==> src/rtl/e203_irq_stress_gen.sv <==
// Interrupt stress generator and end-of-test monitor for the E203 subsystem.
// Per-channel LFSR-timed IRQ FSMs, commit/dispatch counters and a sticky done flag.
module e203_irq_stress_gen #(
    parameter int NUM_CH   = 3,
    parameter int PC_W     = 32,
    parameter int LFSR_W   = 16,
    parameter int GAP_W    = 10,
    parameter int DONE_CNT = 8,
    parameter int STOP_CNT = 32
) (
    input  logic                   hfclk,
    input  logic                   rst_n,
    input  logic                   enable,
    input  logic [NUM_CH-1:0]      ch_en,
    input  logic [LFSR_W-1:0]      seed,
    input  logic [PC_W-1:0]        arm_pc,
    input  logic [PC_W-1:0]        tohost_pc,
    input  logic [NUM_CH*PC_W-1:0] ack_pc,
    input  logic                   cmt_valid,
    input  logic [PC_W-1:0]        cmt_pc,
    input  logic                   i_valid,
    input  logic                   i_ready,
    output logic [NUM_CH-1:0]      irq_o,
    output logic [31:0]            cycle_cnt,
    output logic [31:0]            instr_cnt,
    output logic [31:0]            tohost_cnt,
    output logic [31:0]            end_cycle,
    output logic                   done_o
);

    localparam int CW = GAP_W + 1;

    typedef enum logic [1:0] {
        ST_IDLE   = 2'd0,
        ST_WAIT   = 2'd1,
        ST_ASSERT = 2'd2,
        ST_DONE   = 2'd3
    } ch_state_t;

    // Galois feedback masks for maximal-length sequences.
    function automatic logic [LFSR_W-1:0] lfsr_taps();
        logic [31:0] t;
        case (LFSR_W)
            32'd4:   t = 32'h0000_000C;
            32'd5:   t = 32'h0000_0014;
            32'd6:   t = 32'h0000_0030;
            32'd7:   t = 32'h0000_0060;
            32'd8:   t = 32'h0000_00B8;
            32'd10:  t = 32'h0000_0240;
            32'd12:  t = 32'h0000_0E08;
            32'd16:  t = 32'h0000_B400;
            32'd24:  t = 32'h00E1_0000;
            32'd32:  t = 32'h8020_0003;
            default: t = 32'h0000_B400;
        endcase
        return t[LFSR_W-1:0];
    endfunction

    function automatic logic [LFSR_W-1:0] lfsr_step(input logic [LFSR_W-1:0] v);
        return (v >> 1) ^ (v[0] ? lfsr_taps() : {LFSR_W{1'b0}});
    endfunction

    // An all-zero state would lock the LFSR, so it is replaced by 1.
    function automatic logic [LFSR_W-1:0] seed_fix(input logic [LFSR_W-1:0] v);
        return (v == {LFSR_W{1'b0}}) ? {{(LFSR_W-1){1'b0}}, 1'b1} : v;
    endfunction

    function automatic logic [31:0] sat_inc(input logic [31:0] v);
        return (v == 32'hFFFF_FFFF) ? v : v + 32'd1;
    endfunction

    logic        arm_hit_s;
    logic        th_hit_s;
    logic        stop_s;
    logic        armed_s;
    logic        armed_r;
    logic        seeded_r;
    logic [31:0] cycle_cnt_r;
    logic [31:0] instr_cnt_r;
    logic [31:0] tohost_cnt_r;
    logic [31:0] end_cycle_r;
    logic        done_r;

    assign arm_hit_s = cmt_valid & (cmt_pc == arm_pc);
    assign th_hit_s  = cmt_valid & (cmt_pc == tohost_pc);
    assign stop_s    = tohost_cnt_r > 32'(STOP_CNT);
    // The arming commit itself launches the channels so WAIT starts one cycle later.
    assign armed_s   = armed_r | (arm_hit_s & enable);

    for (genvar c = 0; c < NUM_CH; c++) begin : g_ch
        localparam logic [LFSR_W-1:0] CH_ID = LFSR_W'(c + 1);

        ch_state_t         state_r;
        logic [CW-1:0]     cnt_r;
        logic              irq_r;
        logic [LFSR_W-1:0] lfsr_r;
        logic [LFSR_W-1:0] lfsr_cur_s;
        logic [LFSR_W-1:0] lfsr_nxt_s;
        logic [CW-1:0]     gap_s;
        logic              ack_hit_s;

        assign ack_hit_s  = cmt_valid & (cmt_pc == ack_pc[c*PC_W +: PC_W]);
        assign lfsr_cur_s = seeded_r ? lfsr_r : seed_fix(seed ^ CH_ID);
        assign lfsr_nxt_s = lfsr_step(lfsr_cur_s);
        assign gap_s      = {1'b0, lfsr_cur_s[GAP_W-1:0]} + {{GAP_W{1'b0}}, 1'b1};
        assign irq_o[c]   = irq_r;

        // Channel FSM: gap countdown, IRQ assertion and retirement on handler ack.
        always_ff @(posedge hfclk or negedge rst_n) begin
            if (!rst_n) begin
                state_r <= ST_IDLE;
                cnt_r   <= {CW{1'b0}};
                irq_r   <= 1'b0;
                lfsr_r  <= {LFSR_W{1'b0}};
            end else begin
                lfsr_r <= lfsr_cur_s;
                if (!enable) begin
                    state_r <= ST_IDLE;
                    irq_r   <= 1'b0;
                end else begin
                    case (state_r)
                        ST_IDLE: begin
                            irq_r <= 1'b0;
                            if (armed_s && ch_en[c]) begin
                                state_r <= ST_WAIT;
                                cnt_r   <= gap_s;
                                lfsr_r  <= lfsr_nxt_s;
                            end
                        end
                        ST_WAIT: begin
                            if (cnt_r == CW'(1)) begin
                                state_r <= ST_ASSERT;
                                irq_r   <= 1'b1;
                            end else begin
                                cnt_r <= cnt_r - CW'(1);
                            end
                        end
                        ST_ASSERT: begin
                            if (ack_hit_s) begin
                                irq_r <= 1'b0;
                                if (stop_s) begin
                                    state_r <= ST_DONE;
                                end else begin
                                    state_r <= ST_WAIT;
                                    cnt_r   <= gap_s;
                                    lfsr_r  <= lfsr_nxt_s;
                                end
                            end
                        end
                        ST_DONE: begin
                            irq_r <= 1'b0;
                        end
                        default: begin
                            state_r <= ST_IDLE;
                            irq_r   <= 1'b0;
                        end
                    endcase
                end
            end
        end
    end

    // Arming latch and one-shot seed load after reset release.
    always_ff @(posedge hfclk or negedge rst_n) begin
        if (!rst_n) begin
            armed_r  <= 1'b0;
            seeded_r <= 1'b0;
        end else begin
            seeded_r <= 1'b1;
            if (arm_hit_s && enable) begin
                armed_r <= 1'b1;
            end
        end
    end

    // Saturating test counters and sticky done flag.
    always_ff @(posedge hfclk or negedge rst_n) begin
        if (!rst_n) begin
            cycle_cnt_r  <= 32'd0;
            instr_cnt_r  <= 32'd0;
            tohost_cnt_r <= 32'd0;
            end_cycle_r  <= 32'd0;
            done_r       <= 1'b0;
        end else begin
            cycle_cnt_r <= sat_inc(cycle_cnt_r);
            if (th_hit_s) begin
                tohost_cnt_r <= sat_inc(tohost_cnt_r);
            end
            if (th_hit_s && (tohost_cnt_r == 32'd0)) begin
                end_cycle_r <= cycle_cnt_r;
            end
            if (i_valid && i_ready && (tohost_cnt_r == 32'd0)) begin
                instr_cnt_r <= sat_inc(instr_cnt_r);
            end
            if ((tohost_cnt_r >= 32'(DONE_CNT)) && (irq_o == {NUM_CH{1'b0}})) begin
                done_r <= 1'b1;
            end
        end
    end

    assign cycle_cnt  = cycle_cnt_r;
    assign instr_cnt  = instr_cnt_r;
    assign tohost_cnt = tohost_cnt_r;
    assign end_cycle  = end_cycle_r;
    assign done_o     = done_r;

endmodule

==> config.mk <==
export PLATFORM = sky130hd
export DESIGN_NAME = e203_irq_stress_gen
export DESIGN_NICKNAME = d
export VERILOG_FILES = /design/src/rtl/e203_irq_stress_gen.sv
export SDC_FILE = /design/constraint.sdc
export NUM_CORES = 1
export LEC_CHECK = 0
export ABC_AREA = 1
export CAP_MARGIN = 20
export CORE_MARGIN = 3
export CORE_UTILIZATION = 35
export CTS_CLUSTER_SIZE = 8
export DETAILED_ROUTE_END_ITERATION = 10
export GPL_TIMING_DRIVEN = 0
export PLACE_DENSITY = 0.69
export RECOVER_POWER = 25
export SYNTH_ARGS = -nofsm -noshare
export SYNTH_HDL_FRONTEND = slang
export SYNTH_SLANG_ARGS = --single-unit
==> constraint.sdc <==
create_clock -name hfclk -period 5 [get_ports hfclk]
set_clock_uncertainty 0.1 [all_clocks]
set_input_delay 0.5 -clock hfclk [delete_from_list [all_inputs] [get_ports hfclk]]
set_output_delay 0.5 -clock hfclk [all_outputs]
set_load 0.05 [all_outputs]
==> results of run 1 <==
==> state kept, by name, summed over array words and instances, names as in the netlist, 3 cells and up <==
signal,cells
instr_cnt,32
tohost_cnt,32
g_ch.irq_r,3
end_cycle,32
g_ch.cnt_r,33
g_ch.state_r,6
cycle_cnt,32
g_ch.lfsr_r,48
==> report_power, final <==
| part | internal [mW] | switching (mW) |
|---|---|---|
| clock | 1.32 | 0.872 |
| sequential | 2.14 | 0.247 |
| combinational | 1.07 | 1.96 |
| total | 4.52 | 3.08 |
==> synthesized netlist by cell type, types with 3 or more instances <==
cell type  count
xnor2_1       52
inv_2         11
nor4_1        32
o22ai_1       10
or2_2         34
o31ai_1        5
nand3_1      222
a31oi_1        3
ha_1          28
buf_4          6
nand3b_1       7
nor2_1       238
dfrtp_1      221
nand4_1      125
nand3_2        4
buf_2         46
nor3_2         6
nand2_1     1014
a21oi_1       34
xor2_1       102
inv_1        310
clkbuf_1      50
o21ai_1       17
nor4b_1        3
nor3b_1       10
nand2_2        8
nor3_1        71
o21ai_0      138
o21a_1         6
==> routing by layer <==
layer  vias to the layer above  routed length (um)  GRT usage, %
met2                       747               31900          41.3
met4                        10                2010          7.92
li1                       9861                   -             -
met5                         -                  68             0
met3                       124                5680          5.67
met1                      9380               29400          32.4
==> worst min-delay path by stage <==
| stage | depth (start not counted) | slack (ns) | end |
|---|---|---|---|
| after global placement | 2 | 0.35 | end_cycle[16] |
| after detailed placement | 2 | 0.36 | end_cycle[11] |
| after global routing | 3 | 0.27 | tohost_cnt[0] |
| after CTS | 3 | 0.24 | tohost_cnt[0] |
| final | 3 | 0.28 | tohost_cnt[0] |
| after floorplan | 0 | 0.10 | armed_r |
==> final cells by class <==
type	count	area, um2
clock inverter	5	42.5
clock buffer	42	943
multi-input combinational	2191	10700
inverter	323	1210
fill	5225	27300
timing repair buffer	332	3340
tap	672	841
antenna	6	15.0
sequential	221	5530
buffer	106	487
==> per-stage QoR <==
| step | setup WS (ns) | area [um2] | util, % |
|---|---|---|---|
| 6_report | 1.60 | 23100 | 45.8 |
| 5_1_grt | 1.18 | 23100 | 45.8 |
| 4_1_cts | 1.66 | 23100 | 45.8 |
| 3_5_place_dp | 1.08 | 22100 | 43.8 |
| 3_3_place_gp | -6.56 | 22100 | 43.8 |
| 2_1_floorplan | 2.43 | 17900 | - |
==> critical path: stages <==
cell	delay (ns)
clkdlybuf4s50_1	0.76
inv_1	0.38
nor2_1	0.11
nor4_1	0.16
nor3b_1	0.22
nand2_1	0.09
nor3_2	0.57
nand3_1	0.43
clkbuf_1	0.32
nand2_1	0.10
nand2_1	0.06
==> repair_timing <==
| item | in CTS | in global routing |
|---|---|---|
| hold buffers | 1 | 0 |
| endpoints found under the setup margin | 0 | 0 |
| buffers inserted | 0 | 0 |
| hold endpoints to repair | 73 | 0 |
| gates resized for setup | 0 | 0 |
==> cells by family after synthesis <==
group / synth area share, %
buffers and inverters: 9.49
and+or+nand+nor: 43.5
DFF: 30.9
AOI/OAI and AO/OA: 6.66
other: 0.0209
adders and majority gates: 1.96
xor gates and xnor gates: 7.53
==> impl_metrics.yaml, run 1 <==
sta:
  worst_pin_slew_ns: 2.88
  whs_ns: 0.281
  post-route-min-period_ns: 3.40
  report.final.slew_viol_count: 112
  relSlewSlack_pct: -92.2
  max_freq_ghz: 0.294
  tns_ns: 0
  finalSetupViolations: 0
  rsz0062_at_grt: "false"
  finalHoldViolCount: 0
  period_share_pct: 68.1
global_routing:
  grt_pass1_wl_mm: 106
  grt_pass1_vias: 18900
  grt_max_degree: 113
  antenna_found_initial: 9
  track_usage_pct: 25.0
  grt-ovfl-total: 0
critical_path:
  critical_path_arrival_ns: 3.73
  critPathLaunchType: "input port"
  r2r-start: "seeded_r"
  crit_path_start: "cmt_pc[1]"
  required_ns: 5.32
  r2r_slack_ns: 1.74
  critPathKind: "input port to flip-flop"
  endpoint_kind: "flip-flop"
  endpoint: "end_cycle[30]"
  cp_max_fo: 10
  r2r_end: "g_ch[2].cnt_r[10]"
  rr_worst_depth: 14
logic_synthesis:
  ys_seq_area_share_pct: 30.9
  syn_avg_cell_area_um2: 6.30
  post_synth_num_cell_types: 51
  synth_cells: 2841
  synth_top_area_share_pct: 30.9
  synth.area.top_cells: "dfrtp_1 (31%), nand2_1 (21%), inv_1 (6.5%)"
  synthFlopType: "dfrtp_1"
  synthesis.area_um2: 17900
  ys_warn_count: 0
  syn_nets: 3086
  synth_edf_count: 0
  synth-async-reset-ratio_pct: 100
  synth_top_area_cell: "dfrtp_1"
  ys_ff_latch: 221
route:
  first_iter_violations: 1592
  via_per_inst: 5.16
  post_drt_wl_per_cell_um: 17.7
  ant_nets: 0
  vias: 20100
  drc: 0
  wirelength_mm: 69.1
  drtPass1Iterations: 5
cells_and_area:
  fin_cells: 3898
  nets: 3455
  final_cell_mix: "nand2_1 (1014), clkdlybuf4s50_1 (329), inv_1 (310)"
  area_delta_synth_final_pct: 28.9
  final_common_cell: "nand2_1"
  drive_gt1_share_pct: 5.31
power_and_ir_drop:
  finalPower_mw: 7.60
  irDropWorstVdd_v: 0.000231
  p_leak_nw: 10.9
  p_per_area_nw_per_um2: 329
floorplan:
  dieWidth_um: 232
  core_um2: 50400
  fp-row-count: 82
  fp.dieArea_um2: 53900
  ioPinCount: 349
  die-height_um: 232
  start_util_pct: 35.5
clock_tree:
  htree_num_levels: 2
  cts-root-buf: "clkbuf_16"
  clock_latency_ns: 0.54
  cts_tree: "yes"
  cts_buffers: 35
  cts_buffer_depth: 3
  clkSinkCount: 221
  clkTransAtPathRegs_ns: 0.05
hold_path:
  hold_class: "input port to flip-flop"
  hold_start: "cmt_valid"
placement:
  globalplace.congestion: 0.956
  dpl.hpwl_mm: 54.4
  port_buffers: 330
  dp.cells: 3844
status:
  violations: "max-capacitance violations, max-slew violations"
  status: "finished, violations left"
run:
  maxCapViolCount: 1
Power figures use the tool's default switching activity.
==> run 2: changes to the inputs <==
--- a/config.mk
+++ b/config.mk
@@ -12,7 +12,7 @@
 export CTS_CLUSTER_SIZE = 8
 export DETAILED_ROUTE_END_ITERATION = 10
 export GPL_TIMING_DRIVEN = 0
-export PLACE_DENSITY = 0.69
+export PLACE_DENSITY = 0.71
 export RECOVER_POWER = 25
 export SYNTH_ARGS = -nofsm -noshare
 export SYNTH_HDL_FRONTEND = slang
==> constraint.sdc (replaced) <==
create_clock -name hfclk -period 3 [get_ports hfclk]
set_clock_uncertainty 0.1 [all_clocks]
set_input_delay 0.3 -clock hfclk [delete_from_list [all_inputs] [get_ports hfclk]]
set_output_delay 0.3 -clock hfclk [all_outputs]
set_load 0.05 [all_outputs]
==> run 2 against run 1 <==
- the flow still finishes with violations (max-capacitance violations, max-slew violations)
- total power grew 67%
- cell count decreased by 0.13%
- sequential power grew 66%
- sequential cell count did not move
- cell area up 0.21%
- die area unchanged
- wire length down 0.28%
- first-iteration DRC count up 27%
- via count is 0.14% higher
==> impl_metrics.yaml, run 2 (synthesized netlist as in run 1, its figures left out) <==
status:
  status: "finished, violations left"
  violations: "max-capacitance violations, max-slew violations"
cells_and_area:
  final_cell_mix: "nand2_1 (1012), clkdlybuf4s50_1 (327), inv_1 (310)"
  nets: 3457
  finalInstanceArea_um2: 23100
  fillers: 5199
  area_delta_synth_final_pct: 29.2
  largestRegisters: "g_ch.lfsr_r (48), g_ch.cnt_r (33)"
  largest_register_ffs: 48
  final_core_util_pct: 45.9
  top_register: "g_ch.lfsr_r"
  final_common_cell: "nand2_1"
  drive_gt1_share_pct: 5.44
floorplan:
  start_util_pct: 35.5
  fp.dieArea_um2: 53900
  ioPinCount: 349
  dieWidth_um: 232
  die-height_um: 232
  fp-row-count: 82
  core_um2: 50400
power_and_ir_drop:
  p_per_area_nw_per_um2: 547
  p_leak_nw: 11.0
  seqPwrFrac_pct: 31.4
  p_int_mw: 7.56
  swShare_pct: 40.3
  p_comb_share_pct: 40.1
  irDropWorstVdd_v: 0.000312
  power.switching_mw: 5.11
  clockPowerShare_pct: 28.6
clock_tree:
  clock_latency_ns: 0.53
  clkSinkCount: 221
  htree_num_levels: 2
  cts_buffer_depth: 3
  cts_buffers: 34
  clkTransAtPathRegs_ns: 0.05
  cts_tree: "yes"
  cts-root-buf: "clkbuf_16"
route:
  via_per_inst: 5.18
  ant_nets: 0
  vias: 20200
  wirelength_mm: 68.9
  drc: 0
  first_iter_violations: 2025
  post_drt_wl_per_cell_um: 17.7
  drtPass1Iterations: 6
critical_path:
  cp_max_fo: 9
  critPathLaunchType: "input port"
  crit_path_start: "cmt_pc[23]"
  rr_worst_depth: 11
  endpoint_kind: "flip-flop"
  critical_path_arrival_ns: 3.19
  r2r_end: "g_ch[0].cnt_r[10]"
  required_ns: 3.31
  endpoint: "g_ch[0].state_r[0]"
  r2r-start: "seeded_r"
  critPathKind: "input port to flip-flop"
  r2r_slack_ns: 0.24
sta:
  period_share_pct: 96.1
  report.final.slew_viol_count: 113
  finalSetupViolations: 0
  post-route-min-period_ns: 2.88
  worst_pin_slew_ns: 1.65
  finalHoldViolCount: 0
  worst_slack_ns: 0.117
  rsz0062_at_grt: "false"
  max_freq_ghz: 0.347
  relSlewSlack_pct: -9.88
placement:
  dp_slack_ns: -0.681
  dpl.hpwl_mm: 54.3
  place_area_um2: 22100
  port_buffers: 330
  globalplace.congestion: 0.955
hold_path:
  hold_class: "input port to flip-flop"
run:
  maxCapViolCount: 1
global_routing:
  antenna_found_initial: 6
  grt_pass1_wl_mm: 105
  track_usage_pct: 24.8
  grt-ovfl-total: 0
  grt_max_degree: 114
  grt_pass1_vias: 18400
[run 2: cell count changes in the layout (fill, tap and decap cells not counted), moves of 2 or more]
cell / before / now
buf_2: 46 / 44
clkbuf_1: 54 / 52
clkbuf_4: 0 / 3
clkdlybuf4s50_1: 329 / 327
clkinv_2: 2 / 0
diode_2: 6 / 3
dlymetal6s2s_1: 0 / 2
nand2_1: 1014 / 1012
nand2_4: 0 / 2
nor2_1: 238 / 236
[run 2: layer usage]
| metal | global-route usage (%) | part of all wire, % | vias to the layer above |
|---|---|---|---|
| li1 | - | - | 9861 |
| met1 | 33.1 | 43 | 9364 |
| met3 | 5.04 | 8.1 | 133 |
| met5 | 0 | 0.051 | - |
| met2 | 40.0 | 46 | 786 |
| met4 | 8.08 | 3.0 | 6 |
[run 2: worst min-delay path by stage]
stage	from	to	slack [ns]	cells after the start
2_1_floorplan	rst_n	armed_r	-0.1	0
3_3_place_gp	end_cycle[6]	end_cycle[6]	0.35	2
3_5_place_dp	rst_n	g_ch[1].cnt_r[6]	0.30	2
4_1_cts	cmt_valid	tohost_cnt[0]	0.04	3
5_1_grt	cmt_valid	tohost_cnt[0]	0.07	3
6_report	cmt_valid	tohost_cnt[0]	0.07	3
[run 2: power by group through the flow]
| stage | sequential (mW) | clock (mW) | combinational (mW) |
|---|---|---|---|
| after global placement | 4.01 | 0 | 4.95 |
| after floorplan | 4.17 | 0 | 3.26 |
| after CTS | 3.97 | 3.69 | 5.04 |
| after detailed placement | 4.00 | 0 | 5.01 |
| after global routing | 4.05 | 3.81 | 5.70 |
| final | 3.97 | 3.61 | 5.07 |
[run 2: worst max-delay path, cell delays in order]
cell and delay, ns:
clkdlybuf4s50_1 0.47, inv_1 0.30, or2_2 0.19, nand3_1 0.14, nor2_1 0.12, nand3_1 0.12
nor2_1 0.30, nand3_2 0.32, a21oi_1 0.60, nand3_1 0.18, nand2_1 0.09, nand2_1 0.05
[run 2: through the flow]
stage | setup TNS (ns) | hold WS [ns] | total power, mW | instances
after floorplan | 0 | -0.0956 | 7.43 | 2841
after global placement | -1907.61 | 0.353 | 8.95 | 3843
after detailed placement | -66.15 | 0.296 | 9.01 | 3845
after CTS | 0 | 0.0412 | 12.7 | 3888
after global routing | 0 | 0.0662 | 13.6 | 3892
final | 0 | 0.0706 | 12.7 | 3893
[run 2: cell type report]
type	count	area [um2]	area share, %
multi-input combinational	2191	10700	46.3
sequential	221	5530	23.9
timing repair buffer	335	3380	14.6
inverter	323	1210	5.24
clock buffer	40	915	3.95
tap	672	841	3.63
buffer	106	493	2.13
clock inverter	2	38.8	0.168
antenna	3	7.51	0.0324
[run 2: repair_timing]
| item | CTS | global route |
|---|---|---|
| hold buffers | 1 | 0 |
| buffers inserted | 0 | 2 |
| endpoints found under the setup margin | 32 | 112 |
| pin swaps | 0 | 2 |
| endpoints found under the hold margin | 112 | 0 |
| gates resized for setup | 4 | 11 |
